## src/rtl/gcd_pkg.sv

```systemverilog
// Shared types and defaults for the GCD scheduler slice: FSM state encoding,
// default operand width and requester-index width.
package gcd_pkg;

    typedef enum logic [1:0] {
        IDLE  = 2'd0,
        ISSUE = 2'd1,
        WAIT  = 2'd2,
        RESP  = 2'd3
    } state_t;

    localparam int DEFAULT_WIDTH   = 16;
    localparam int DEFAULT_NUM_REQ = 4;
    localparam int ID_W            = $clog2(DEFAULT_NUM_REQ);

endpackage

```

## src/rtl/rr_arbiter.sv

```systemverilog
// Combinational round-robin arbiter: grants the first requester after ptr,
// wrapping modulo N, so the last winner has lowest priority next time.
module rr_arbiter
    import gcd_pkg::*;
#(
    parameter int N  = DEFAULT_NUM_REQ,
    parameter int IW = ID_W
) (
    input  logic [N-1:0]  req,
    input  logic [IW-1:0] ptr,
    output logic [N-1:0]  grant,
    output logic [IW-1:0] idx,
    output logic          valid
);

    logic [IW-1:0] pos;

    always_comb begin
        // NOTE: every output gets a default before the scan so no path infers a latch.
        grant = '0;
        idx   = '0;
        valid = 1'b0;
        pos   = '0;
        for (int k = 1; k <= N; k++) begin
            pos = IW'((int'(ptr) + k) % N);
            if (!valid && req[pos]) begin
                valid      = 1'b1;
                grant[pos] = 1'b1;
                idx        = pos;
            end
        end
    end

endmodule

```

## src/rtl/gcd_scheduler.sv

```systemverilog
// Shares one multi-cycle GCD engine between NUM_REQ requesters: round-robin
// accept, start/done sequencing, zero-operand bypass and a timeout watchdog.
module gcd_scheduler
    import gcd_pkg::*;
#(
    parameter int NUM_REQ     = DEFAULT_NUM_REQ,
    parameter int WIDTH       = DEFAULT_WIDTH,
    parameter int TIMEOUT_CYC = 70000
) (
    input  logic                       clk,
    input  logic                       rst,
    input  logic [NUM_REQ-1:0]         req_valid,
    input  logic [NUM_REQ*WIDTH-1:0]   req_a,
    input  logic [NUM_REQ*WIDTH-1:0]   req_b,
    output logic [NUM_REQ-1:0]         req_ready,
    output logic                       eng_start,
    output logic [WIDTH-1:0]           eng_a,
    output logic [WIDTH-1:0]           eng_b,
    input  logic                       eng_done,
    input  logic [WIDTH-1:0]           eng_result,
    output logic                       resp_valid,
    input  logic                       resp_ready,
    output logic [WIDTH-1:0]           resp_data,
    output logic [$clog2(NUM_REQ)-1:0] resp_id,
    output logic                       resp_err,
    output logic                       busy
);

    localparam int IW = $clog2(NUM_REQ);
    localparam int CW = $clog2(TIMEOUT_CYC + 1);
    localparam logic [CW-1:0] CNT_LAST = CW'(TIMEOUT_CYC - 1);

    state_t           state, state_nxt;
    logic [IW-1:0]    rr_ptr;
    logic [NUM_REQ-1:0] grant;
    logic [IW-1:0]    grant_idx;
    logic             grant_valid;
    logic [WIDTH-1:0] a_arr [NUM_REQ];
    logic [WIDTH-1:0] b_arr [NUM_REQ];
    logic [WIDTH-1:0] a_sel, b_sel;
    logic             zero_op;
    logic [WIDTH-1:0] a_q, b_q, data_q;
    logic [IW-1:0]    id_q;
    logic             err_q;
    logic [CW-1:0]    cnt;
    logic             timed_out;

    for (genvar i = 0; i < NUM_REQ; i++) begin : g_unpack
        assign a_arr[i] = req_a[i*WIDTH +: WIDTH];
        assign b_arr[i] = req_b[i*WIDTH +: WIDTH];
    end

    rr_arbiter #(
        .N  (NUM_REQ),
        .IW (IW)
    ) u_arb (
        .req   (req_valid),
        .ptr   (rr_ptr),
        .grant (grant),
        .idx   (grant_idx),
        .valid (grant_valid)
    );

    assign a_sel     = a_arr[grant_idx];
    assign b_sel     = b_arr[grant_idx];
    assign zero_op   = (a_sel == '0) || (b_sel == '0);
    assign timed_out = (cnt == CNT_LAST);

    always_ff @(posedge clk) begin
        // NOTE: non-blocking so every register samples pre-edge values whatever the block order.
        if (rst) state <= IDLE;
        else     state <= state_nxt;
    end

    // A handshake or engine start cannot complete while reset is held.
    always_comb begin
        state_nxt = state;
        req_ready = '0;
        eng_start = 1'b0;
        case (state)
            IDLE: begin
                if (grant_valid) begin
                    req_ready = rst ? '0 : grant;
                    state_nxt = zero_op ? RESP : ISSUE;
                end
            end
            ISSUE: begin
                eng_start = !rst;
                state_nxt = WAIT;
            end
            WAIT: begin
                if (eng_done || timed_out) state_nxt = RESP;
            end
            RESP: begin
                if (resp_ready) state_nxt = IDLE;
            end
            default: state_nxt = IDLE;
        endcase
    end

    always_ff @(posedge clk) begin
        if (rst) begin
            rr_ptr <= IW'(NUM_REQ - 1);
            a_q    <= '0;
            b_q    <= '0;
            id_q   <= '0;
            data_q <= '0;
            err_q  <= 1'b0;
            cnt    <= '0;
        end else begin
            case (state)
                IDLE: begin
                    if (grant_valid) begin
                        a_q    <= a_sel;
                        b_q    <= b_sel;
                        id_q   <= grant_idx;
                        rr_ptr <= grant_idx;
                        data_q <= a_sel | b_sel;
                        err_q  <= 1'b0;
                    end
                end
                ISSUE: cnt <= '0;
                WAIT: begin
                    // done has priority over a coincident timeout
                    if (eng_done) begin
                        data_q <= eng_result;
                        err_q  <= 1'b0;
                    end else if (timed_out) begin
                        data_q <= '0;
                        err_q  <= 1'b1;
                    end else if (cnt != '1) begin
                        cnt <= cnt + CW'(1);
                    end
                end
                default: ;
            endcase
        end
    end

    assign eng_a      = a_q;
    assign eng_b      = b_q;
    assign resp_valid = (state == RESP);
    assign resp_data  = data_q;
    assign resp_id    = id_q;
    assign resp_err   = err_q;
    assign busy       = (state != IDLE);

endmodule

```

## config.mk

```make
export PLATFORM = sky130hd
export DESIGN_NAME = gcd_scheduler
export DESIGN_NICKNAME = d
export VERILOG_FILES = /design/src/rtl/gcd_pkg.sv /design/src/rtl/rr_arbiter.sv /design/src/rtl/gcd_scheduler.sv
export SDC_FILE = /design/constraint.sdc
export NUM_CORES = 1
export LEC_CHECK = 0
export CORE_MARGIN = 5
export CORE_UTILIZATION = 46
export CTS_CLUSTER_SIZE = 14
export DETAILED_ROUTE_END_ITERATION = 6
export MAX_ROUTING_LAYER = met4
export PLACE_DENSITY = 0.87
export SLEW_MARGIN = 5
export SYNTH_ARGS = -nofsm -noshare
export SYNTH_HDL_FRONTEND = slang
export SYNTH_SLANG_ARGS = --single-unit
```

## constraint.sdc

```tcl
create_clock -name clk -period 10.7 [get_ports clk]
set_clock_uncertainty 0.05 [all_clocks]
set_input_delay 1.605 -clock clk [delete_from_list [all_inputs] [get_ports clk]]
set_output_delay 1.605 -clock clk [all_outputs]
set_load 0.02 [all_outputs]
```

==> impl_metrics.env <==
export IMPL_drc_errors=0
export IMPL_clkPwrFrac_pct=11.8
export IMPL_crit_family="buffers and inverters"
export IMPL_synthFlopType="dfxtp_1"
export IMPL_avgViaCountPerCell=5.773
export IMPL_hold_depth=2
export IMPL_async_flop_share_pct=0
export IMPL_fin_crit_sh_pct=53.95
export IMPL_cts_tree="built"
export IMPL_hold_viol=0
export IMPL_yosysSeqAreaShare_pct=30.64
export IMPL_seqPwrFrac_pct=18.3
export IMPL_cts_htree_levels=3
export IMPL_cp_max_fo=10
export IMPL_fin_util_pct=69.34
export IMPL_final_common_cell="clkdlybuf4s50_1"
export IMPL_start_util_pct=46.40
export IMPL_syn_cell_area_mm2=0.004705
export IMPL_min_path_type="flip-flop to flip-flop"
export IMPL_synth_top_area_cell="dfxtp_1"
export IMPL_worstMarginPinSlew_ns=1.101
export IMPL_slowest_delay_ns=0.63
export IMPL_finalSetupViolations=0
export IMPL_setup_ws_ns=4.927
export IMPL_crit_start="req_valid[3]"
export IMPL_syn_avg_cell_area_um2=7.637
export IMPL_final_cell_mix="clkdlybuf4s50_1 (208), nand2_1 (140), a21oi_1 (83), dfxtp_1 (72), nor2_1 (48)"
export IMPL_die_area_mm2=0.01235
export IMPL_clock_sinks=72
export IMPL_dpl_cell_area_mm2=0.006775
export IMPL_regToRegStartpoint="rr_ptr[0]"
export IMPL_synth_distinct_cells=56
export IMPL_global_route_overflow_total=0
export IMPL_critPathBufInv=2
export IMPL_track_usage_pct=27.98
export IMPL_worst_setup_path_start_kind="input pin"
export IMPL_reg2reg_slack_ns=6.03
export IMPL_arrival_ns=4.12
export IMPL_root_buffer="clkbuf_8"
export IMPL_die_w_um=111.1
export IMPL_p_comb_share_pct=69.9
export IMPL_worstReg2RegEnd="state[1]"
export IMPL_whs_endpoint="eng_a[0]"
export IMPL_ctsResizeCount=0
export IMPL_layout_drive_gt1_share_pct=4.863
export IMPL_clock_latency_ns=0.35
export IMPL_dr_pass1_iters=5
export IMPL_clkTransAtPathRegs_ns=0.08
export IMPL_p_per_area_mw_per_mm2=324.7
export IMPL_yosysWarnings=0
export IMPL_areaGrowthSynthToFinish_pct=49.44
export IMPL_fin_hold_ws_ns=0.4092
export IMPL_wl_per_cell_um=18.68
export IMPL_dp_cells=922
export IMPL_power_switching_mw=1.140
export IMPL_synth_area_top_cells="dfxtp_1 (31%), nand2_1 (11%), mux2i_1 (9.1%)"
export IMPL_cpMostUsedCell="clkdlybuf4s50_1"
export IMPL_cts_buffers_inserted=9
export IMPL_worstPathRequired_ns=9.05
export IMPL_drt_total_wl_um=17540
export IMPL_outcome="complete, no violations"
export IMPL_vdd_drop_max_mv=0.2555
export IMPL_syn_inst=616
export IMPL_cts_setup_buffers=0
export IMPL_endpoint_kind="output port"
export IMPL_fillers=824
export IMPL_clk_path_buf_depth=2
export IMPL_relSlewSlack_pct=26.62
export IMPL_tns_ns=0
export IMPL_multi_input_area_mm2=0.003017
export IMPL_cp_num_cells=8
export IMPL_worst_setup_path_type="input pin to output port"
export IMPL_fin_crit_ns=5.773
export IMPL_holdCritStartpoint="eng_a[0]"
export IMPL_synth_top_area_share_pct=30.64
export IMPL_layout_nets=963
export IMPL_die_height_um=111.1
export IMPL_ctsHoldBuffers=0
export IMPL_path_cells="clkdlybuf4s50_1 > mux4_2 > nor2b_4 > a22oi_1 > nor2_1 > a221oi_1 > nor3_1 > clkdlybuf4s50_1"
export IMPL_clock_fmax_mhz=173.2
export IMPL_grt_max_degree=67
export IMPL_rsz0062_at_grt="false"
export IMPL_dpl_hpwl_um=13670
export IMPL_antenna_found_initial=1
export IMPL_p_int_mw=1.143
export IMPL_io_buffers=209
export IMPL_synth_nets=782
export IMPL_r2r_cells=10
export IMPL_vias=5421
export IMPL_power_leakage_nw=2.742
export IMPL_rows=37
export IMPL_p_sw_share_pct=49.93
export IMPL_p_total_mw=2.283
export IMPL_critPathSlowestCell="clkdlybuf4s50_1"
export IMPL_final_area_mm2=0.007030
export IMPL_first_iter_violations=457
export IMPL_synth_seq_cells=72
export IMPL_pre_cts_ws_ns=4.974
export IMPL_grt_pass1_wl_um=27410
export IMPL_drv_slew=0
export IMPL_regArea_mm2=0.001441
export IMPL_place_gp_congestion=0.9412
export IMPL_coreArea_mm2=0.01014
export IMPL_final_cells=939
export IMPL_drv_cap=0
export IMPL_synth_edf_count=0
export IMPL_grt_pass1_vias=5348
export IMPL_io_pins=210
export IMPL_ant_nets=0
==> worst reg2reg max path, cell delays in order (launching register included) <==
cell	delay, ns
dfxtp_1	0.80
inv_1	0.28
ha_1	0.49
mux4_2	0.67
o21ai_2	0.36
nand3_4	0.65
mux2i_1	0.39
mux2i_1	0.20
nor4_1	0.47
nand4_1	0.14
o211ai_1	0.10
==> Yosys cell counts (all sizes together) (6+ instances only) <==
cell type,number
nor4,9
mux2i,43
o21ai,10
nand4,7
buf,16
nand2,140
clkbuf,27
ha,14
a21oi,86
dfxtp,72
nand3,11
a22oi,20
xor2,11
o31ai,9
o311ai,6
a221oi,8
nor3,8
nor2,48
inv,8
and3,9
==> cell families (layout without fill, tap and decap cells) <==
family	Yosys count	count (layout)	synth area share (%)
adder cells (fa/ha/maj)	14	14	3.723
buffers and inverters	51	237	5.346
AO/OA/AOI/OAI	159	159	21.09
AND/OR/NAND/NOR	259	259	25.43
XOR/XNOR	12	12	2.234
flip-flops	72	72	30.64
multiplexers	49	49	11.54
other	0	1	0
==> power groups by stage <==
stage	sequential [mW]	combinational [mW]	clock [mW]
floorplan	0.499	1.01	0
global placement	0.416	1.53	0
detailed placement	0.421	1.56	0
CTS	0.416	1.57	0.272
global route	0.428	1.72	0.282
finish	0.417	1.60	0.270
==> cell type report <==
cell class              count  area share (%)
flip-flops and latches     72           20.50
clock inverters             6           1.637
repair buffers            213           30.11
clock buffers              10           1.958
inverters                   8          0.4271
diodes                      1         0.03559
well taps                 136           2.420
multi-input cells         493           42.91
==> worst max path at each step <==
stage	endpoint	slack [ns]
3_5_place_dp	req_ready[2]	4.97
2_1_floorplan	req_ready[0]	5.88
5_1_grt	req_ready[3]	4.79
4_1_cts	req_ready[2]	4.98
6_report	req_ready[1]	4.93
3_3_place_gp	req_ready[3]	5.09
==> registers in the layout, indices dropped and copies added, names as in the netlist <==
| register | cells |
|---|---|
| rr_ptr | 2 |
| state | 2 |
| cnt | 17 |
| eng_a | 16 |
| resp_err | 1 |
| resp_data | 16 |
| eng_b | 16 |
| resp_id | 2 |
==> layer usage <==
layer	up-vias	share of wire (%)	track usage [%]
met5	-	0	-
met1	2527	41	34.34
met2	289	48	45.55
met4	0	3.3	11.92
li1	2564	-	-
met3	41	7.9	4.749
Note: power is estimated with default switching activity, not from simulation.
